--- src/rtl/ps2_key_decoder_if.sv ---
// Pin and key-word bundle between the PS/2 connector side and the key decoder.
// The decoder takes the slave view; whatever drives the pins takes the master view.
interface ps2_key_decoder_if;
   logic        ps2_clk_in;
   logic        ps2_data_in;
   logic [10:0] ps2_key;
   logic        frame_err;
   logic        busy;

   modport master (
      output ps2_clk_in,
      output ps2_data_in,
      input  ps2_key,
      input  frame_err,
      input  busy
   );

   modport slave (
      input  ps2_clk_in,
      input  ps2_data_in,
      output ps2_key,
      output frame_err,
      output busy
   );
endinterface

--- src/rtl/ps2_key_decoder.sv ---
// PS/2 keyboard receiver: synchronises and filters the pins, deserialises 11-bit frames and
// folds E0/F0/E1 prefixes into the {toggle, pressed, extended, scancode} key word.
module ps2_key_decoder #(
   parameter int FILTER_LEN     = 8,
   parameter int TIMEOUT_CYCLES = 48000
) (
   input  logic             clk_24,
   input  logic             reset_n,
   ps2_key_decoder_if.slave bus
);

   localparam int FW = $clog2(FILTER_LEN + 1);
   localparam int TW = $clog2(TIMEOUT_CYCLES + 1);

   typedef enum logic {IDLE, RECV} state_t;

   logic          clk_s1_q, clk_s1_d, clk_s2_q, clk_s2_d;
   logic          dat_s1_q, dat_s1_d, dat_s2_q, dat_s2_d;
   logic          filt_clk_q, filt_clk_d;
   logic [FW-1:0] filt_cnt_q, filt_cnt_d;
   state_t        state_q, state_d;
   logic [3:0]    bitcnt_q, bitcnt_d;
   logic [7:0]    shift_q, shift_d;
   logic [TW-1:0] tmo_q, tmo_d;
   logic          byte_rdy_q, byte_rdy_d;
   logic          ext_q, ext_d, rel_q, rel_d;
   logic [2:0]    skip_q, skip_d;
   logic [10:0]   key_q, key_d;
   logic          err_q, err_d;
   logic          busy_q, busy_d;
   logic          fall, frame_fail;

   // Power-on/keyboard status bytes that carry no key information.
   function automatic logic is_status_byte(input logic [7:0] b);
      return b inside {8'h00, 8'hAA, 8'hEE, 8'hFA, 8'hFC, 8'hFE, 8'hFF};
   endfunction

   always_comb begin
      // NOTE: every variable gets a default first so no path leaves one unassigned (no latch).
      clk_s1_d   = bus.ps2_clk_in;
      clk_s2_d   = clk_s1_q;
      dat_s1_d   = bus.ps2_data_in;
      dat_s2_d   = dat_s1_q;
      filt_clk_d = filt_clk_q;
      filt_cnt_d = filt_cnt_q;
      state_d    = state_q;
      bitcnt_d   = bitcnt_q;
      shift_d    = shift_q;
      tmo_d      = tmo_q;
      byte_rdy_d = 1'b0;
      ext_d      = ext_q;
      rel_d      = rel_q;
      skip_d     = skip_q;
      key_d      = key_q;
      err_d      = 1'b0;
      busy_d     = busy_q;
      fall       = 1'b0;
      frame_fail = 1'b0;

      // The filtered clock follows the pin only after FILTER_LEN agreeing samples.
      if (clk_s2_q == filt_clk_q) begin
         filt_cnt_d = '0;
      end else if (filt_cnt_q == FW'(FILTER_LEN - 1)) begin
         filt_clk_d = clk_s2_q;
         filt_cnt_d = '0;
         fall       = filt_clk_q;
      end else begin
         filt_cnt_d = filt_cnt_q + 1'b1;
      end

      if (fall) tmo_d = '0;

      case (state_q)
         IDLE: begin
            if (fall) begin
               if (!dat_s2_q) begin
                  state_d  = RECV;
                  bitcnt_d = 4'd1;
                  busy_d   = 1'b1;
               end else begin
                  err_d = 1'b1;
               end
            end
         end
         RECV: begin
            if (fall) begin
               if (bitcnt_q <= 4'd8) begin
                  shift_d  = {dat_s2_q, shift_q[7:1]};
                  bitcnt_d = bitcnt_q + 4'd1;
               end else if (bitcnt_q == 4'd9) begin
                  if (^{shift_q, dat_s2_q}) bitcnt_d = 4'd10;
                  else                      frame_fail = 1'b1;
               end else begin
                  state_d  = IDLE;
                  bitcnt_d = 4'd0;
                  if (dat_s2_q) byte_rdy_d = 1'b1;
                  else          frame_fail = 1'b1;
               end
            end else if (tmo_q == TW'(TIMEOUT_CYCLES - 1)) begin
               frame_fail = 1'b1;
            end else begin
               tmo_d = tmo_q + 1'b1;
            end
         end
         default: state_d = IDLE;
      endcase

      // busy stays up through the byte-handling cycle so it drops together with the event.
      if (byte_rdy_q) begin
         busy_d = 1'b0;
         if (skip_q != 3'd0) begin
            skip_d = skip_q - 3'd1;
            if (skip_q == 3'd1) key_d = {~key_q[10], 1'b1, 1'b1, 8'h77};
         end else if (shift_q == 8'hE0) begin
            ext_d = 1'b1;
         end else if (shift_q == 8'hF0) begin
            rel_d = 1'b1;
         end else if (shift_q == 8'hE1) begin
            skip_d = 3'd7;
         end else if (!(ext_q || rel_q) && is_status_byte(shift_q)) begin
            key_d = key_q;
         end else begin
            key_d = {~key_q[10], ~rel_q, ext_q, shift_q};
            ext_d = 1'b0;
            rel_d = 1'b0;
         end
      end

      if (frame_fail) begin
         state_d  = IDLE;
         bitcnt_d = 4'd0;
         tmo_d    = '0;
         busy_d   = 1'b0;
         err_d    = 1'b1;
         ext_d    = 1'b0;
         rel_d    = 1'b0;
      end
   end

   always_ff @(posedge clk_24 or negedge reset_n) begin
      if (!reset_n) begin
         clk_s1_q   <= 1'b1;
         clk_s2_q   <= 1'b1;
         dat_s1_q   <= 1'b1;
         dat_s2_q   <= 1'b1;
         filt_clk_q <= 1'b1;
         filt_cnt_q <= '0;
         state_q    <= IDLE;
         bitcnt_q   <= 4'd0;
         shift_q    <= 8'h00;
         tmo_q      <= '0;
         byte_rdy_q <= 1'b0;
         ext_q      <= 1'b0;
         rel_q      <= 1'b0;
         skip_q     <= 3'd0;
         key_q      <= 11'h000;
         err_q      <= 1'b0;
         busy_q     <= 1'b0;
      end else begin
         // NOTE: non-blocking assignments so every flop samples the pre-edge values.
         clk_s1_q   <= clk_s1_d;
         clk_s2_q   <= clk_s2_d;
         dat_s1_q   <= dat_s1_d;
         dat_s2_q   <= dat_s2_d;
         filt_clk_q <= filt_clk_d;
         filt_cnt_q <= filt_cnt_d;
         state_q    <= state_d;
         bitcnt_q   <= bitcnt_d;
         shift_q    <= shift_d;
         tmo_q      <= tmo_d;
         byte_rdy_q <= byte_rdy_d;
         ext_q      <= ext_d;
         rel_q      <= rel_d;
         skip_q     <= skip_d;
         key_q      <= key_d;
         err_q      <= err_d;
         busy_q     <= busy_d;
      end
   end

   assign bus.ps2_key   = key_q;
   assign bus.frame_err = err_q;
   assign bus.busy      = busy_q;

endmodule

--- src/flat_wrapper.sv ---
// flat-port wrapper written by rule: the top's interface ports become plain ports
module ps2_key_decoder_flat 
#(
   parameter int FILTER_LEN     = 8,
   parameter int TIMEOUT_CYCLES = 48000
)
  (clk_24, reset_n, bus_ps2_clk_in, bus_ps2_data_in, bus_ps2_key, bus_frame_err, bus_busy);
  ps2_key_decoder_if bus_i ();
  input  logic clk_24;
  input  logic reset_n;
  input wire logic [$bits(bus_i.ps2_clk_in)-1:0] bus_ps2_clk_in;
  input wire logic [$bits(bus_i.ps2_data_in)-1:0] bus_ps2_data_in;
  output wire logic [$bits(bus_i.ps2_key)-1:0] bus_ps2_key;
  output wire logic [$bits(bus_i.frame_err)-1:0] bus_frame_err;
  output wire logic [$bits(bus_i.busy)-1:0] bus_busy;
  assign bus_i.ps2_clk_in = bus_ps2_clk_in;
  assign bus_i.ps2_data_in = bus_ps2_data_in;
  assign bus_ps2_key = bus_i.ps2_key;
  assign bus_frame_err = bus_i.frame_err;
  assign bus_busy = bus_i.busy;
  ps2_key_decoder #(.FILTER_LEN(FILTER_LEN), .TIMEOUT_CYCLES(TIMEOUT_CYCLES)) u_core (.clk_24(clk_24), .reset_n(reset_n), .bus(bus_i));
endmodule
--- config.mk ---
export PLATFORM = sky130hd
export DESIGN_NAME = ps2_key_decoder_flat
export DESIGN_NICKNAME = d
export VERILOG_FILES = /design/src/rtl/ps2_key_decoder_if.sv /design/src/rtl/ps2_key_decoder.sv /design/src/flat_wrapper.sv
export SDC_FILE = /design/constraint.sdc
export NUM_CORES = 1
export LEC_CHECK = 0
export ABC_CLOCK_PERIOD_IN_PS = 2700
export BUFFER_PORTS_ARGS = -buffer_cell sky130_fd_sc_hd__clkbuf_2
export CELL_PAD_IN_SITES_DETAIL_PLACEMENT = 0
export CELL_PAD_IN_SITES_GLOBAL_PLACEMENT = 1
export CORE_UTILIZATION = 40
export DETAILED_ROUTE_END_ITERATION = 16
export PLACE_DENSITY = 0.78
export SETUP_SLACK_MARGIN = 0.3
export SLEW_MARGIN = 20
export SYNTH_ARGS = -nofsm -noshare
export SYNTH_HDL_FRONTEND = slang
export SYNTH_SLANG_ARGS = --single-unit
--- constraint.sdc ---
create_clock -name clk_24 -period 2.7 [get_ports clk_24]
set_input_delay 0.27 -clock clk_24 [delete_from_list [all_inputs] [get_ports clk_24]]
set_output_delay 0.27 -clock clk_24 [all_outputs]
set_load 0.01 [all_outputs]
==> metrics.md <==
| Metric | Value |
|---|---|
| Hold Vio Cnt, Final | `2` |
| Part of the Yosys area used for sequential elements | `0.505` |
| Clock share of power | `0.508` |
| Proportion of power drawn by flip-flops and latches | `0.450` |
| Minimum setup slack after placement | `about 0.54 ns` |
| Number of violations reported at the end of detailed-routing iteration 0 | `148` |
| # nets final | `about 310` |
| Internal cell power | `1620 µW` |
| Chip height | `around 86 µm` |
| Post-synthesis cell area | `0.00284 mm²` |
| Number of gates resized after CTS | `0` |
| Crit end category | `flop` |
| Post-CTS Hold Fix Bufs | `1` |
| Min Tclk post-route | `approximately 2.2 ns` |
| Setup tns final | `0 ns` |
| Number of distinct library cells after synthesis | `48` |
| Overall routing resource usage | `0.169` |
| Largest fanout of any net on the critical path | `13` |
| CP arrival | `roughly 2.4 ns` |
| Net Switching | `423 µW` |
| Post-CTS setup buffer count | `0` |
| Critical path launch point type | `flop` |
| Ys async rst share | `1.00` |
| Setup skew after layout | `around 0.0063 ns` |
| Cell types occupying the most area after synthesis | `sky130_fd_sc_hd__dfrtp_1, sky130_fd_sc_hd__dfstp_2, sky130_fd_sc_hd__xnor2_1, sky130_fd_sc_hd__nor2_1, sky130_fd_sc_hd__o21ai_0` |
| Share of the cycle needed by the critical path after routing | `0.806` |
| Largest net degree at the start of global routing | `30` |
| Min-Delay Path Class | `input pin to async pin` |
| Total congestion overflow after global routing | `0` |
| Final HPWL from detailed placement | `3820 µm` |
| Antenna violations before repair | `0` |
| Via count of the first global-routing pass | `2041` |
| Result of the run | `finished with violations` |
| Area delta synth->final | `16.3%` |
| Antenna Violating Nets Remaining | `0` |
| Clock Path Buffers | `2` |
| Routed vias | `~2100` |
| Skew-Pair Late Insertion Delay | `0.34 ns` |
| Number of max-slew violations in the final report | `0` |
| Global-route wire length before repair | `9600 µm` |
| CTS H-tree depth | `3` |
| Die outline area | `~0.0074 mm²` |
| GP Congestion | `between 0.8 and 0.9` |
| Worst Tran Pin Value | `0.761 ns` |
| Relative contribution of combinational cells to total power | `0.042` |
| I/O pin total | `17` |
| Fraction of power spent switching nets | `0.207` |
| CP Class | `flop to flop` |
| Average instance area after synthesis | `10.1 µm²` |
| Setup repair after global routing missed its margin | `no` |
| DRC violations left | `0` |
| Leakage Power | `0.00149 µW` |
| Total power divided by cell area | `roughly 620 mW/mm²` |
| Minimum hold slack | `-0.00210 ns` |
| Ys Warns | `0` |
| Initial cell density of the core | `0.415` |
| Max rail drop VDD | `about 0.46 mV` |
| Final routed wirelength across all metal layers | `5570 µm` |
| Share of layout cells above drive strength 1 | `0.182` |
| Most used flip-flop cell after synthesis | `sky130_fd_sc_hd__dfrtp_1` |
| Clock slew at the register clock pins of the worst setup and hold paths | `~0.070 ns` |
| Number of port buffers | `16` |
| Violations in the final reports | `hold timing` |
| Required time worst endpoint | `about 2.9 ns` |
| Syn_nets | `292` |
| Setup violators final | `0` |
| Width of the die | `86.2 µm` |
| Number of synthesized register bits | `57` |
| Post-synth EDFFs | `0` |
| Ant diodes | `0` |
| Post-route core utilization | `0.483` |
| Clock sinks | `57` |
| Via density per instance | `~5.2` |
| Slew headroom | `0.493` |
| Proportion of netlist area held by the largest area contributor | `0.459` |
| Synth area leader | `sky130_fd_sc_hd__dfrtp_1` |
| Placement row count | `30` |
| TritonRoute pass-1 iters | `4` |
| Maximum clock rate | `around 460 MHz` |
| Max Cap Viol | `0` |
| Final total power | `a little over 2000 µW` |
| Cells after Synth | `280` |
| Total clock buffers created by CTS | `9` |
| DR WL/cell | `about 14 µm` |
| Core Region | `roughly 0.0068 mm²` |
| Master cell of the clock root buffer | `sky130_fd_sc_hd__clkbuf_8` |
| TritonCTS clock tree | `built` |
| Worst setup margin | `0.523 ns` |
## power by group through the flow
stage | Sequential (µW) | Clock, µW | Combinational (µW)
after floorplan | 928 | 0 | 52.1
after global placement | 932 | 0 | 84.6
after detailed placement | 935 | 0 | 85.3
after CTS | 920 | 1060 | 88.6
after global routing | 923 | 1110 | 100
final | 919 | 1040 | 86.2
## worst max-delay path, stage by stage, from the launching register on
cell,delay (ns)
sky130_fd_sc_hd__dfrtp_1,0.38
sky130_fd_sc_hd__ha_1,0.22
sky130_fd_sc_hd__and3b_1,0.24
sky130_fd_sc_hd__and3b_1,0.33
sky130_fd_sc_hd__and3_1,0.50
sky130_fd_sc_hd__mux2_2,0.39
## state kept, by name (all words and copies together), names as in the netlist, 3 cells and up
signal / count
u_core.shift_q: 8
u_core.bitcnt_q: 4
u_core.tmo_q: 16
u_core.filt_cnt_q: 4
u_core.bus.ps2_key: 11
u_core.skip_q: 3
## cell families (layout without fill, tap and decap cells)
group                    after synthesis  after routing  synth area share
AO/OA/AOI/OAI                         57             57             0.130
XOR/XNOR                              24             24            0.0741
adder cells (fa/ha/maj)                9              9            0.0393
buffers and inverters                 24             51            0.0366
flip-flops                            57             57             0.505
multiplexers                           6              6            0.0234
AND/OR/NAND/NOR                      103            103             0.191
## cells in the mapped netlist, types with 3 or more instances
cell type,instances
sky130_fd_sc_hd__nand2_1,21
sky130_fd_sc_hd__nor4_1,3
sky130_fd_sc_hd__o21ai_0,21
sky130_fd_sc_hd__or3_1,3
sky130_fd_sc_hd__o31ai_1,3
sky130_fd_sc_hd__inv_1,15
sky130_fd_sc_hd__xnor2_1,14
sky130_fd_sc_hd__nand3_1,9
sky130_fd_sc_hd__o22ai_1,4
sky130_fd_sc_hd__mux2_2,5
sky130_fd_sc_hd__nand4_1,4
sky130_fd_sc_hd__dfrtp_1,52
sky130_fd_sc_hd__o22a_1,6
sky130_fd_sc_hd__nor3_1,9
sky130_fd_sc_hd__buf_2,4
sky130_fd_sc_hd__a21oi_1,12
sky130_fd_sc_hd__and3_1,4
sky130_fd_sc_hd__xor2_1,10
sky130_fd_sc_hd__dfstp_2,5
sky130_fd_sc_hd__nor2_1,31
sky130_fd_sc_hd__ha_1,8
sky130_fd_sc_hd__nor2b_1,3
## cells in the final DEF (no fill, tap or decap), types with 2 or more instances in the layout
cell                             n
sky130_fd_sc_hd__nor2_1         31
sky130_fd_sc_hd__o21ai_0        21
sky130_fd_sc_hd__and4_1          2
sky130_fd_sc_hd__ha_1            8
sky130_fd_sc_hd__dfstp_2         5
sky130_fd_sc_hd__nor4_1          3
sky130_fd_sc_hd__o21bai_1        2
sky130_fd_sc_hd__o31ai_1         3
sky130_fd_sc_hd__nor2b_1         3
sky130_fd_sc_hd__xnor2_1        14
sky130_fd_sc_hd__nor3_1          9
sky130_fd_sc_hd__clkbuf_8       12
sky130_fd_sc_hd__nand2_1        21
sky130_fd_sc_hd__o22ai_1         4
sky130_fd_sc_hd__clkbuf_2       16
sky130_fd_sc_hd__dlygate4sd3_1   2
sky130_fd_sc_hd__mux2_2          5
sky130_fd_sc_hd__o22a_1          6
sky130_fd_sc_hd__a211o_1         2
sky130_fd_sc_hd__inv_1          15
sky130_fd_sc_hd__a21oi_1        12
sky130_fd_sc_hd__and3_1          4
sky130_fd_sc_hd__dfrtp_1        52
sky130_fd_sc_hd__bufinv_16       3
sky130_fd_sc_hd__nand2b_1        2
sky130_fd_sc_hd__and3b_1         2
sky130_fd_sc_hd__or3_1           3
sky130_fd_sc_hd__nor4_2          2
sky130_fd_sc_hd__nand3_1         9
sky130_fd_sc_hd__nand4_1         4
sky130_fd_sc_hd__xor2_1         10
## metal layers
layer,global-route usage,vias up,wire [µm]
met3,0.0514,7,233
li1,-,1030,-
met4,0.0727,0,82
met5,0,-,0
met2,0.249,53,2470
met1,0.231,990,2780
## worst paths after layout
check	from	slack, ns	end	cells past startpoint
min	reset_n	-0.002	u_core.tmo_q[2]$_DFF_PN0_	1
min reg2reg	u_core.clk_s1_q$_DFF_PN1_	0.36	u_core.clk_s2_q$_DFF_PN1_	0
max	u_core.filt_cnt_q[0]$_DFF_PN0_	0.52	u_core.shift_q[6]$_DFFE_PN0P_	5
max reg2reg	u_core.filt_cnt_q[0]$_DFF_PN0_	0.52	u_core.shift_q[6]$_DFFE_PN0P_	5
max in group asynchronous	reset_n	2.09	u_core.shift_q[7]$_DFFE_PN0P_	2
min in group clk_24	u_core.clk_s1_q$_DFF_PN1_	0.36	u_core.clk_s2_q$_DFF_PN1_	0
## stage by stage
| stage | std cells | hold slack [ns] | instance area (µm²) |
|---|---|---|---|
| CTS | 402 | 0.00416 | 3290 |
| finish | 403 | -0.00210 | 3300 |
| detailed placement | 385 | 0.349 | 3020 |
| global placement | 385 | 0.346 | 3020 |
| global route | 403 | 0.0518 | 3300 |
| floorplan | 280 | -0.0256 | 2840 |
## area by class of cell
cell class / count / area (µm²)
clock buffers: 12 / 165
flip-flops and latches: 57 / 1430
clock inverters: 4 / 97.6
multi-input cells: 199 / 1300
inverters: 15 / 56.3
repair buffers: 20 / 128
well taps: 96 / 120
fillers: 654 / 3530
No activity file was read; power rests on OpenSTA's default activity.
